### config.mk
export PLATFORM = sky130hd
export DESIGN_NAME = control_espirometro
export DESIGN_NICKNAME = d
export VERILOG_FILES = /design/src/rtl/control_espirometro.sv
export SDC_FILE = /design/constraint.sdc
export NUM_CORES = 1
export LEC_CHECK = 0
export ABC_AREA = 0
export BUFFER_PORTS_ARGS = -buffer_cell sky130_fd_sc_hd__buf_2
export CAP_MARGIN = 40
export CORE_MARGIN = 2
export CORE_UTILIZATION = 55
export CTS_CLUSTER_SIZE = 20
export DETAILED_ROUTE_END_ITERATION = 12
export PLACE_DENSITY = 0.89
export SLEW_MARGIN = 10
export SYNTH_ARGS = -nofsm -noshare
export SYNTH_HDL_FRONTEND = slang
export SYNTH_SLANG_ARGS = --single-unit
### constraint.sdc
create_clock -name iClk -period 4.09 [get_ports iClk]
set_input_delay 0 -clock iClk [delete_from_list [all_inputs] [get_ports iClk]]
set_output_delay 0 -clock iClk [all_outputs]
set_load 0.01 [all_outputs]
### src/rtl/control_espirometro.sv
// Spirometer game controller: waits for a blow, integrates flow into a volume and
// compares it with a weight-derived target, allowing a fixed number of failed attempts.
module control_espirometro #(
    parameter logic [7:0]  UMBRAL_FLUJO = 8'd10,
    parameter logic [7:0]  FACTOR       = 8'd40,
    parameter logic [15:0] T_ESPERA     = 16'd5000,
    parameter logic [15:0] T_SOPLO      = 16'd3000,
    parameter logic [1:0]  INTENTOS     = 2'd3
) (
    input  logic        iClk,
    input  logic        iReset,
    input  logic        iCE,
    input  logic        iBoton,
    input  logic [7:0]  ivPeso,
    input  logic [7:0]  ivFlujo,
    output logic [2:0]  ovState,
    output logic [19:0] ovVolumen,
    output logic [2:0]  ovLED,
    output logic [1:0]  ovIntentos,
    output logic        oGana,
    output logic        oPierde
);

    typedef enum logic [2:0] {
        IDLE   = 3'd0,
        ESPERA = 3'd1,
        SOPLO  = 3'd2,
        EVAL   = 3'd3,
        GANA   = 3'd4,
        PIERDE = 3'd5
    } state_t;

    state_t      state_q, state_d;
    logic [19:0] vol_q, vol_d;
    logic [15:0] timer_q, timer_d;
    logic [1:0]  att_q, att_d;
    logic [7:0]  peso_q, peso_d;
    logic        prev_q, prev_d;

    logic        edge_w;
    logic        soplando;
    logic        fallo;
    logic [15:0] target;
    logic [15:0] timer_inc;
    logic [1:0]  att_inc;
    logic [20:0] suma;
    logic [19:0] vol_sat;

    assign edge_w    = iBoton & ~prev_q;
    assign soplando  = (ivFlujo >= UMBRAL_FLUJO);
    assign target    = {8'd0, peso_q} * {8'd0, FACTOR};
    assign timer_inc = timer_q + 16'd1;
    assign att_inc   = att_q + 2'd1;
    assign suma      = {1'b0, vol_q} + {13'd0, ivFlujo};
    assign vol_sat   = suma[20] ? 20'hFFFFF : suma[19:0];

    always_comb begin
        state_d = state_q;
        vol_d   = vol_q;
        timer_d = timer_q;
        att_d   = att_q;
        peso_d  = peso_q;
        prev_d  = prev_q;
        fallo   = 1'b0;
        if (iCE) begin
            prev_d = iBoton;
            case (state_q)
                IDLE: begin
                    if (edge_w && (ivPeso != 8'd0)) begin
                        peso_d  = ivPeso;
                        vol_d   = 20'd0;
                        timer_d = 16'd0;
                        att_d   = 2'd0;
                        state_d = ESPERA;
                    end
                end
                ESPERA: begin
                    if (soplando) begin
                        state_d = SOPLO;
                        timer_d = 16'd0;
                        vol_d   = {12'd0, ivFlujo};
                    end else if (timer_q == T_ESPERA - 16'd1) begin
                        fallo = 1'b1;
                    end else begin
                        timer_d = timer_inc;
                    end
                end
                SOPLO: begin
                    // A low sample ends the blow without being accumulated, even on the timeout tick.
                    if (!soplando) begin
                        state_d = EVAL;
                    end else begin
                        vol_d   = vol_sat;
                        timer_d = timer_inc;
                        if (timer_inc == T_SOPLO - 16'd1) begin
                            state_d = EVAL;
                        end
                    end
                end
                EVAL: begin
                    if (vol_q >= {4'd0, target}) begin
                        state_d = GANA;
                    end else begin
                        fallo = 1'b1;
                    end
                end
                GANA, PIERDE: begin
                    if (edge_w) begin
                        state_d = IDLE;
                        vol_d   = 20'd0;
                        timer_d = 16'd0;
                        att_d   = 2'd0;
                        peso_d  = 8'd0;
                    end
                end
                default: state_d = IDLE;
            endcase
            if (fallo) begin
                att_d = att_inc;
                if (att_inc == INTENTOS) begin
                    state_d = PIERDE;
                end else begin
                    state_d = ESPERA;
                    timer_d = 16'd0;
                    vol_d   = 20'd0;
                end
            end
        end
    end

    always_ff @(posedge iClk) begin
        if (iReset) begin
            state_q <= IDLE;
            vol_q   <= 20'd0;
            timer_q <= 16'd0;
            att_q   <= 2'd0;
            peso_q  <= 8'd0;
            prev_q  <= 1'b0;
        end else begin
            state_q <= state_d;
            vol_q   <= vol_d;
            timer_q <= timer_d;
            att_q   <= att_d;
            peso_q  <= peso_d;
            prev_q  <= prev_d;
        end
    end

    logic [21:0] v1, v2, v4, t1, t3;
    logic [2:0]  led_w;

    assign v1 = {2'b00, vol_q};
    assign v2 = {1'b0, vol_q, 1'b0};
    assign v4 = {vol_q, 2'b00};
    assign t1 = {6'd0, target};
    assign t3 = t1 + {5'd0, target, 1'b0};

    // With no patient latched the target is zero; report no progress rather than full.
    always_comb begin
        led_w = 3'd0;
        if (target == 16'd0)  led_w = 3'd0;
        else if (v1 >= t1)    led_w = 3'd4;
        else if (v4 >= t3)    led_w = 3'd3;
        else if (v2 >= t1)    led_w = 3'd2;
        else if (v4 >= t1)    led_w = 3'd1;
        else                  led_w = 3'd0;
    end

    assign ovState    = state_q;
    assign ovVolumen  = vol_q;
    assign ovLED      = led_w;
    assign ovIntentos = att_q;
    assign oGana      = (state_q == GANA);
    assign oPierde    = (state_q == PIERDE);

endmodule

==> flow_summary.json, run 1 <==
{
  "cp-end-kind": "output port",
  "min_path_type": "input port to register",
  "layout-drive-gt1-share": 0.168,
  "yosys.area.top_type": "dfxtp_1",
  "synth_ff_type": "dfxtp_1",
  "peakVddDrop_v": 0.000197,
  "ys_seq_elements": 50,
  "cts.sinks": 50,
  "ys_top_cells_by_area": "dfxtp_1 19%, ha_1 17%, a21oi_1 6.0%, o21ai_0 5.3%, nand2_1 4.9%",
  "startpoint": "peso_q[3]",
  "grt_pass1_wl_um": 25800,
  "wl_per_cell_um": 17.9,
  "ant_nets": 0,
  "cts_tree": "built",
  "antennaDiodeCount": 0,
  "hp-start": "ivFlujo[0]",
  "max_slew.worst_pin.slew_ns": 0.771,
  "cp.required_ns": 4.09,
  "dr.pass1.iters": 5,
  "r2r_slack_ns": 0.03,
  "min_path_cells": 3,
  "numPlacedInstances": 888,
  "fin_nets": 881,
  "io_pins": 50,
  "ys_seq_area_frac": 0.187,
  "utilization": 0.651,
  "critPathArrivalTime_ns": 4.30,
  "hold_ws_ns": 0.0487,
  "start_kind": "register",
  "min_period_ns": 4.30,
  "drv_cap": 0,
  "antenna_found_initial": 0,
  "worstRegToRegCells": 18,
  "syn_to_final_growth_pct": 17.0,
  "grt_max_degree": 42,
  "cts_made_buffers": 5,
  "grt_usage": 0.305,
  "synth_top_cell_area_share": 0.187,
  "p_per_area_nw_per_um2": 382,
  "cts_root_buffer": "clkbuf_8",
  "path_max_fanout": 3,
  "drtIter0Drc": 653,
  "wirelength_um": 16400,
  "fp.dieH_um": 103,
  "r2r-start": "peso_q[3]",
  "fin_crit_sh": 1.05,
  "row_count": 36,
  "r2r-end": "ovVolumen[11]",
  "clockBufferDepth": 2,
  "synth-edff-count": 0,
  "port_buffers": 49,
  "post_synth.cell_area_avg_um2": 7.46,
  "final_cells": 917,
  "drv_slew": 0,
  "via_per_inst": 6.56,
  "synth_cells": 719,
  "worstHoldEndpoint": "ovVolumen[0]",
  "yosysUniqueCellTypes": 72,
  "syn_nets": 817,
  "overflow": 0,
  "slew_headroom": 0.481,
  "p_leak_nw": 2.60,
  "start_util": 0.557,
  "max_freq_ghz": 0.232,
  "synth_area_um2": 5370,
  "drc": 0,
  "core_um2": 9640,
  "die-area_um2": 10600,
  "outcome": "complete, but fails checks",
  "dp_hpwl_um": 11300,
  "rsz0062_at_grt": "yes",
  "place.gp.congestion": 0.977,
  "setup_violations": 2,
  "grt_pass1_vias": 5421,
  "skew_ns": 0.0203,
  "synthArstFlopShare": 0,
  "path_class": "register to output port",
  "clkSlewWorstSetupHoldPaths_ns": 0.12,
  "yosysWarnings": 0,
  "hold_viol": 0,
  "h-tree-depth": 2,
  "violations": "setup timing",
  "die_w_um": 103,
  "worst_slack_ns": -0.214,
  "clk_latency_ns": 0.33,
  "vias": 6017
}
[synth_stat cells (12+ instances only)]
cell,instances
a21o_1,15
a21oi_1,64
a31oi_1,14
and3_1,12
clkbuf_1,22
dfxtp_1,50
ha_1,75
inv_1,29
nand2_1,70
nand2b_1,14
nand3_1,28
nor2_1,56
nor3_1,19
nor4_1,12
o21ai_0,57
or3_1,12
xor2_1,14
[state kept, by name, summed over array words and instances, names as in the netlist]
signal and count:
ovIntentos 2, ovState 3, ovVolumen 20, peso_q 8, prev_q 1, timer_q 16
[routing by layer]
layer,share of wire,global-route usage,wire [µm]
met1,0.39,0.391,6450
met2,0.47,0.508,7730
met3,0.097,0.0454,1590
met4,0.040,0.135,656
met5,0,0,0
[placed cells by master, fill, tap and decap left out, types with 6 or more instances in the layout]
cell	Yosys	layout
a211oi_1	6	6
a21o_1	15	14
a21oi_1	64	56
a21oi_2	1	9
a31oi_1	14	13
and3_1	12	12
buf_2	4	49
buf_4	0	27
dfxtp_1	50	47
dlygate4sd3_1	0	9
ha_1	75	67
ha_4	0	6
inv_1	29	29
nand2_1	70	70
nand2b_1	14	14
nand3_1	28	27
nand4_1	11	11
nor2_1	56	55
nor2b_1	10	9
nor3_1	19	19
nor4_1	12	12
o211ai_1	8	8
o21a_1	10	10
o21ai_0	57	51
o21ai_1	3	8
or3_1	12	11
xnor2_1	10	8
xor2_1	14	13
[report_power, final]
part           switching (mW)  internal (mW)
Sequential             0.0768          0.519
Clock                   0.193          0.127
Combinational           0.833          0.649
Total                    1.10           1.30
[worst max-delay path: stages (launching register included)]
cell and delay [ns]:
dfxtp_2 0.36, ha_4 0.24, ha_4 0.16, fa_2 0.34, a21o_1 0.21, a21oi_2 0.20, xnor2_2 0.15, buf_4 0.16
ha_4 0.20, a21o_1 0.17, a31o_2 0.23, mux2i_1 0.19, xnor2_1 0.09, ha_1 0.32, and4_1 0.21, nand3_1 0.07
a21o_1 0.19, nand3_2 0.09, a31oi_1 0.09, a21oi_1 0.14, buf_2 0.14
[area by class of cell]
class / instances / area (µm²)
Multi-Input combinational cell: 610 / 4350
Fill cell: 837 / 3360
Sequential cell: 50 / 1010
Timing Repair Buffer: 85 / 538
Tap cell: 133 / 166
Inverter: 31 / 116
Clock buffer: 5 / 68.8
Clock inverter: 3 / 28.8
[worst max path at each step]
| stage | end | slack (ns) | depth (start not counted) |
|---|---|---|---|
| after floorplan | ovLED[0] | 0.07 | 15 |
| after global placement | ovLED[1] | 0.06 | 22 |
| after detailed placement | ovLED[1] | -0.07 | 22 |
| after CTS | ovLED[1] | -0.08 | 18 |
| after global routing | ovLED[0] | -0.43 | 22 |
| final | ovLED[0] | -0.21 | 20 |
[cells by family after synthesis]
family                     count (synthesis)  synth area share
AOI/OAI and AO/OA                        231             0.279
DFF                                       50             0.187
xor gates and xnor gates                  24            0.0392
and+or+nand+nor                          273             0.259
buffers and inverters                     59            0.0422
adders and majority gates                 78             0.186
muxes                                      4           0.00769
[metrics by stage]
step / power [mW] / cell area (µm²) / TNS (ns) / setup slack, ns
2_1_floorplan: 1.52 / 5370 / 0 / 0.0721
3_3_place_gp: 1.85 / 5770 / 0 / 0.0569
3_5_place_dp: 1.88 / 5780 / -0.0688 / -0.0688
4_1_cts: 2.28 / 6160 / -0.158 / -0.0847
5_1_grt: 2.55 / 6280 / -1.20 / -0.431
6_report: 2.40 / 6280 / -0.393 / -0.214
[repair_timing]
| item | 4_1_cts | 5_1_grt |
|---|---|---|
| endpoints found under the hold margin | 9 | 0 |
| endpoints found under the setup margin | 6 | 40 |
| pin swaps | 18 | 20 |
| hold buffers | 9 | 0 |
| buffers inserted | 6 | 6 |
| gates resized for setup | 28 | 16 |
(Power assumes the default switching activity.)
==> run 2: changes to the inputs <==
--- a/config.mk
+++ b/config.mk
@@ -12,7 +12,7 @@
 export CORE_UTILIZATION = 55
 export CTS_CLUSTER_SIZE = 20
 export DETAILED_ROUTE_END_ITERATION = 12
-export PLACE_DENSITY = 0.89
+export PLACE_DENSITY = 0.81
 export SLEW_MARGIN = 10
 export SYNTH_ARGS = -nofsm -noshare
 export SYNTH_HDL_FRONTEND = slang
==> run 2 against run 1 <==
  * The run still ends with setup timing left
  * Core utilization grew 0.32 points
  * Maximum frequency shrank 1.4%
  * Flip-flop and latch count is the same
  * Clock-buffer cell count grew 1
  * Die area is the same
  * Largest power group unchanged
==> flow_summary.json, run 2 (synthesis gave the netlist of run 1 again) <==
{
  "core_um2": 9640,
  "drv_cap": 0,
  "cts_root_buffer": "clkbuf_8",
  "place.gp.congestion": 0.989,
  "drv_slew": 0,
  "drtIter0Drc": 529,
  "slew_headroom": 0.454,
  "skew_ns": 0.0114,
  "p_total_mw": 2.41,
  "grt_pass1_wl_um": 27600,
  "cts_tree": "built",
  "wl_per_cell_um": 18.9,
  "die_w_um": 103,
  "h-tree-depth": 2,
  "r2r_slack_ns": 0.07,
  "die-area_um2": 10600,
  "r2r-start": "peso_q[2]",
  "dp_hpwl_um": 11900,
  "clk_latency_ns": 0.32,
  "setup_violations": 2,
  "ant_nets": 0,
  "clockBufferDepth": 2,
  "p_int_mw": 1.30,
  "final_cells": 917,
  "max_freq_ghz": 0.229,
  "cp-end-kind": "output port",
  "seqPwrFrac": 0.246,
  "start_kind": "register",
  "rsz0062_at_grt": "yes",
  "cts_made_buffers": 5,
  "cts.sinks": 50,
  "outcome": "complete, but fails checks",
  "crit_end": "ovLED[0]",
  "layout-drive-gt1-share": 0.175,
  "p_sw_mw": 1.11,
  "row_count": 36,
  "path_class": "register to output port",
  "critPathArrivalTime_ns": 4.37,
  "largest_reg_flops": 20,
  "drc": 0,
  "r2r-end": "ovIntentos[1]",
  "violations": "setup timing",
  "io_pins": 50,
  "dr.pass1.iters": 8,
  "final_common_cell": "nand2_1",
  "worstRegToRegCells": 16,
  "vias": 6085,
  "grt_usage": 0.325,
  "grt_max_degree": 42,
  "grt_pass1_vias": 5863,
  "peakVddDrop_v": 0.000283,
  "comb_power_share": 0.628,
  "hold_viol": 0,
  "startpoint": "peso_q[1]",
  "numPlacedInstances": 888,
  "antennaDiodeCount": 0,
  "start_util": 0.557,
  "mostFrequentLayoutCells": "70 x nand2_1, 66 x ha_1, 55 x a21oi_1, 53 x nor2_1, 50 x o21ai_0",
  "min_period_ns": 4.37,
  "fin_crit_sh": 1.07,
  "wirelength_um": 17300,
  "fin_nets": 881,
  "switching_share": 0.460,
  "overflow": 0,
  "p_leak_nw": 2.60,
  "worst_slack_ns": -0.276,
  "p_per_area_nw_per_um2": 383,
  "fp.dieH_um": 103,
  "power_frac_clock": 0.126,
  "cp.required_ns": 4.09,
  "min_path_type": "input port to register",
  "path_max_fanout": 4,
  "syn_to_final_growth_pct": 17.6,
  "antenna_found_initial": 0,
  "port_buffers": 49,
  "clkSlewWorstSetupHoldPaths_ns": 0.10,
  "max_slew.worst_pin.slew_ns": 0.812,
  "via_per_inst": 6.64
}
run 2: cell types whose count changed in the layout (fill, tap and decap cells not counted), moves of 2 or more:
cell / change
nor2_1: -2
buf_4: -2
buf_6: +2
ha_4: +2
run 2: timing repair:
item,CTS,global route
pin swaps,19,25
endpoints found under the setup margin,22,40
hold buffers,9,0
hold endpoints to repair,9,0
buffers inserted,9,4
resized for setup,27,27
run 2: worst min-delay path by stage:
stage / startpoint / endpoint / slack [ns] / cells past startpoint
finish: ivFlujo[1] / ovVolumen[1] / 0.05 / 3
global placement: iBoton / prev_q / 0.26 / 3
global route: ivFlujo[1] / ovVolumen[1] / 0.07 / 3
CTS: ivFlujo[0] / ovVolumen[0] / 0.05 / 3
floorplan: iBoton / prev_q / 0.15 / 2
detailed placement: ivPeso[2] / peso_q[2] / 0.28 / 3
run 2: critical path: stages, from the launching register on:
cell and delay (ns):
dfxtp_2 0.35, ha_4 0.24, ha_4 0.16, fa_2 0.36
a21o_1 0.19, a21oi_2 0.19, xnor2_2 0.11, buf_4 0.16
ha_4 0.30, nor2_4 0.04, nor2_2 0.08, o41a_1 0.28
buf_6 0.14, xnor2_2 0.12, ha_1 0.27, a21o_1 0.17
a21oi_2 0.13, nor2b_1 0.06, o21ai_1 0.16, nand3_2 0.11
a31oi_1 0.18, a21oi_1 0.09, buf_2 0.14
run 2: metrics by stage:
stage / setup slack (ns) / TNS, ns / util / hold WS, ns / instance area, µm²
after floorplan: 0.0721 / 0 / - / 0.147 / 5370
after global placement: 0.0332 / 0 / 0.599 / 0.263 / 5770
after detailed placement: -0.0613 / -0.136 / 0.600 / 0.278 / 5780
after CTS: -0.0974 / -0.190 / 0.641 / 0.0504 / 6180
after global routing: -0.461 / -0.974 / 0.654 / 0.0691 / 6310
final: -0.276 / -0.545 / 0.654 / 0.0459 / 6310
run 2: power groups by stage:
stage	combinational [mW]	clock, mW	sequential (mW)
floorplan	0.939	0	0.580
global placement	1.24	0	0.598
detailed placement	1.29	0	0.601
CTS	1.36	0.303	0.591
global route	1.64	0.321	0.599
finish	1.51	0.304	0.594
run 2: metal layers:
metal	vias to the layer above	global-route usage	wire length, µm	part of all wire
li1	2810	-	-	-
met1	2850	0.392	6710	0.39
met2	351	0.585	8590	0.50
met3	74	0.0414	1420	0.082
met4	0	0.130	632	0.036
met5	-	0	0	0
run 2: final cells by class:
cell class | count | area [µm²]
timing repair buffer | 85 | 546
sequential | 50 | 1000
fill | 814 | 3330
multi-input combinational | 610 | 4390
clock buffer | 6 | 72.6
inverter | 31 | 116
tap | 133 | 166
clock inverter | 2 | 17.5
==> run 3: changes to the inputs <==
--- a/config.mk
+++ b/config.mk
@@ -9,10 +9,11 @@
 export BUFFER_PORTS_ARGS = -buffer_cell sky130_fd_sc_hd__buf_2
 export CAP_MARGIN = 40
 export CORE_MARGIN = 2
-export CORE_UTILIZATION = 55
+export CORE_UTILIZATION = 45
+export CTS_BUF_LIST = sky130_fd_sc_hd__clkbuf_4
 export CTS_CLUSTER_SIZE = 20
 export DETAILED_ROUTE_END_ITERATION = 12
-export PLACE_DENSITY = 0.81
+export PLACE_DENSITY = 0.69
 export SLEW_MARGIN = 10
 export SYNTH_ARGS = -nofsm -noshare
 export SYNTH_HDL_FRONTEND = slang
==> run 3 against run 2 <==
  * The run ends with DRC, setup timing left
  * Register-to-register slack improved by 0.10 ns
  * First-iteration DRC count decreased by 39%
  * Critical path depth decreased by 1
  * Sequential share of layout area about the same
  * Hold slack improved by 0.013 ns
  * Final cell count increased by 1.7%
  * Setup slack improved by 0.0058 ns
  * Maximum frequency increased by 0.13%
  * Via count decreased by 5.5%
  * Routed wire length decreased by 5.9%
  * Critical endpoint unchanged
==> flow_summary.json, run 3 (synthesis gave the netlist of run 1 again) <==
{
  "outcome": "complete, but fails checks",
  "violations": "DRC, setup timing",
  "final_common_cell": "nand2_1",
  "ant_nets": 0,
  "dp_hpwl_um": 12400,
  "hold_viol": 0,
  "final_cells": 933,
  "slew_headroom": 0.446,
  "drv_slew": 0,
  "grt_pass1_vias": 5397,
  "rsz0062_at_grt": "yes",
  "cts_root_buffer": "clkbuf_4",
  "die-area_um2": 12800,
  "drv_cap": 0,
  "start_util": 0.466,
  "die_w_um": 113,
  "syn_to_final_growth_pct": 17.8,
  "grt_usage": 0.246,
  "utilization": 0.549,
  "drc": 1,
  "mostFrequentLayoutCells": "70 x nand2_1, 67 x ha_1, 58 x a21oi_1, 55 x o21ai_0, 54 x nor2_1",
  "overflow": 0,
  "io_pins": 50,
  "layout-drive-gt1-share": 0.172,
  "peakVddDrop_v": 0.000198,
  "path_class": "register to output port",
  "cp.required_ns": 4.09,
  "place.gp.congestion": 0.949,
  "grt_pass1_wl_um": 26200,
  "row_count": 39,
  "cts_made_buffers": 5,
  "p_per_area_nw_per_um2": 367,
  "cts.sinks": 50,
  "max_slew.worst_pin.slew_ns": 0.824,
  "vias": 5752,
  "h-tree-depth": 2,
  "r2r_slack_ns": 0.17,
  "grt_max_degree": 42,
  "fin_nets": 887,
  "path_max_fanout": 2,
  "cts_tree": "built",
  "cp-end-kind": "output port",
  "hold_ws_ns": 0.0592,
  "clkSlewWorstSetupHoldPaths_ns": 0.16,
  "core_um2": 11500,
  "clockBufferDepth": 2,
  "skew_ns": 0.0155,
  "numPlacedInstances": 907,
  "fin_crit_sh": 1.07,
  "max_freq_ghz": 0.229,
  "fp.dieH_um": 113,
  "p_leak_nw": 2.62,
  "antenna_found_initial": 0,
  "wirelength_um": 16300,
  "clk_latency_ns": 0.38,
  "dr.pass1.iters": 10,
  "antennaDiodeCount": 0,
  "wl_per_cell_um": 17.5,
  "min_period_ns": 4.36,
  "min_path_type": "input port to register",
  "port_buffers": 49,
  "worst_slack_ns": -0.270,
  "start_kind": "register",
  "critPathArrivalTime_ns": 4.36,
  "largest_reg_flops": 20,
  "via_per_inst": 6.17,
  "drtIter0Drc": 323,
  "setup_violations": 2
}
[run 3: what timing repair did]
item | in CTS | in global routing
pin swaps | 20 | 15
buffers inserted | 5 | 2
setup endpoints to repair | 6 | 38
hold buffers | 11 | 0
endpoints found under the hold margin | 11 | 0
gates resized for setup | 27 | 16
[run 3: per-stage QoR]
step / TNS (ns) / total power, mW / instance area, µm² / setup WS [ns]
after floorplan: 0 / 1.52 / 5370 / 0.0721
after global placement: 0 / 1.88 / 5870 / 0.0559
after detailed placement: -0.0658 / 1.91 / 5870 / -0.0658
after CTS: -0.308 / 2.24 / 6230 / -0.156
after global routing: -0.999 / 2.50 / 6320 / -0.464
final: -0.505 / 2.32 / 6320 / -0.270
[run 3: layer usage]
layer	vias to the layer above	share of wire	global-route usage
met2	199	0.50	0.434
met3	21	0.055	0.0230
li1	2821	-	-
met1	2711	0.43	0.317
met4	0	0.016	0.0797
met5	-	0	0
[run 3: path summary, 6_finish.rpt]
path | startpoint | to | cells after the start
min reg2reg | peso_q[5] | peso_q[5] | 2
max reg2reg | peso_q[1] | timer_q[5] | 19
min | ivFlujo[5] | ovVolumen[5] | 4
max | peso_q[1] | ovLED[0] | 21
[run 3: report_power, final]
part	switching, mW	total, mW	leakage (nW)	internal, mW
Clock	0.174	0.241	0.0292	0.0676
Combinational	0.820	1.48	2.18	0.664
Sequential	0.0764	0.596	0.406	0.520
[run 3: worst max-delay path, stage by stage (launching register included)]
cell and delay [ns]:
dfxtp_2 0.37, ha_4 0.24, ha_4 0.16, fa_2 0.35, a21o_1 0.18, a21oi_2 0.19
xnor2_2 0.14, buf_4 0.16, ha_4 0.20, buf_6 0.11, a21o_1 0.15, a31o_4 0.21
mux2i_1 0.18, xnor2_1 0.10, ha_1 0.31, and4_1 0.21, nand3_1 0.09, a21o_1 0.19
nand3_2 0.07, a31oi_1 0.07, a21oi_1 0.14, buf_2 0.14
[run 3: area by class of cell]
| type | count | area (µm²) |
|---|---|---|
| Multi-Input combinational cell | 610 | 4360 |
| Tap cell | 143 | 179 |
| Clock buffer | 5 | 37.5 |
| Inverter | 31 | 116 |
| Fill cell | 1104 | 5190 |
| Clock inverter | 3 | 20.0 |
| Sequential cell | 50 | 1010 |
| Timing Repair Buffer | 91 | 608 |
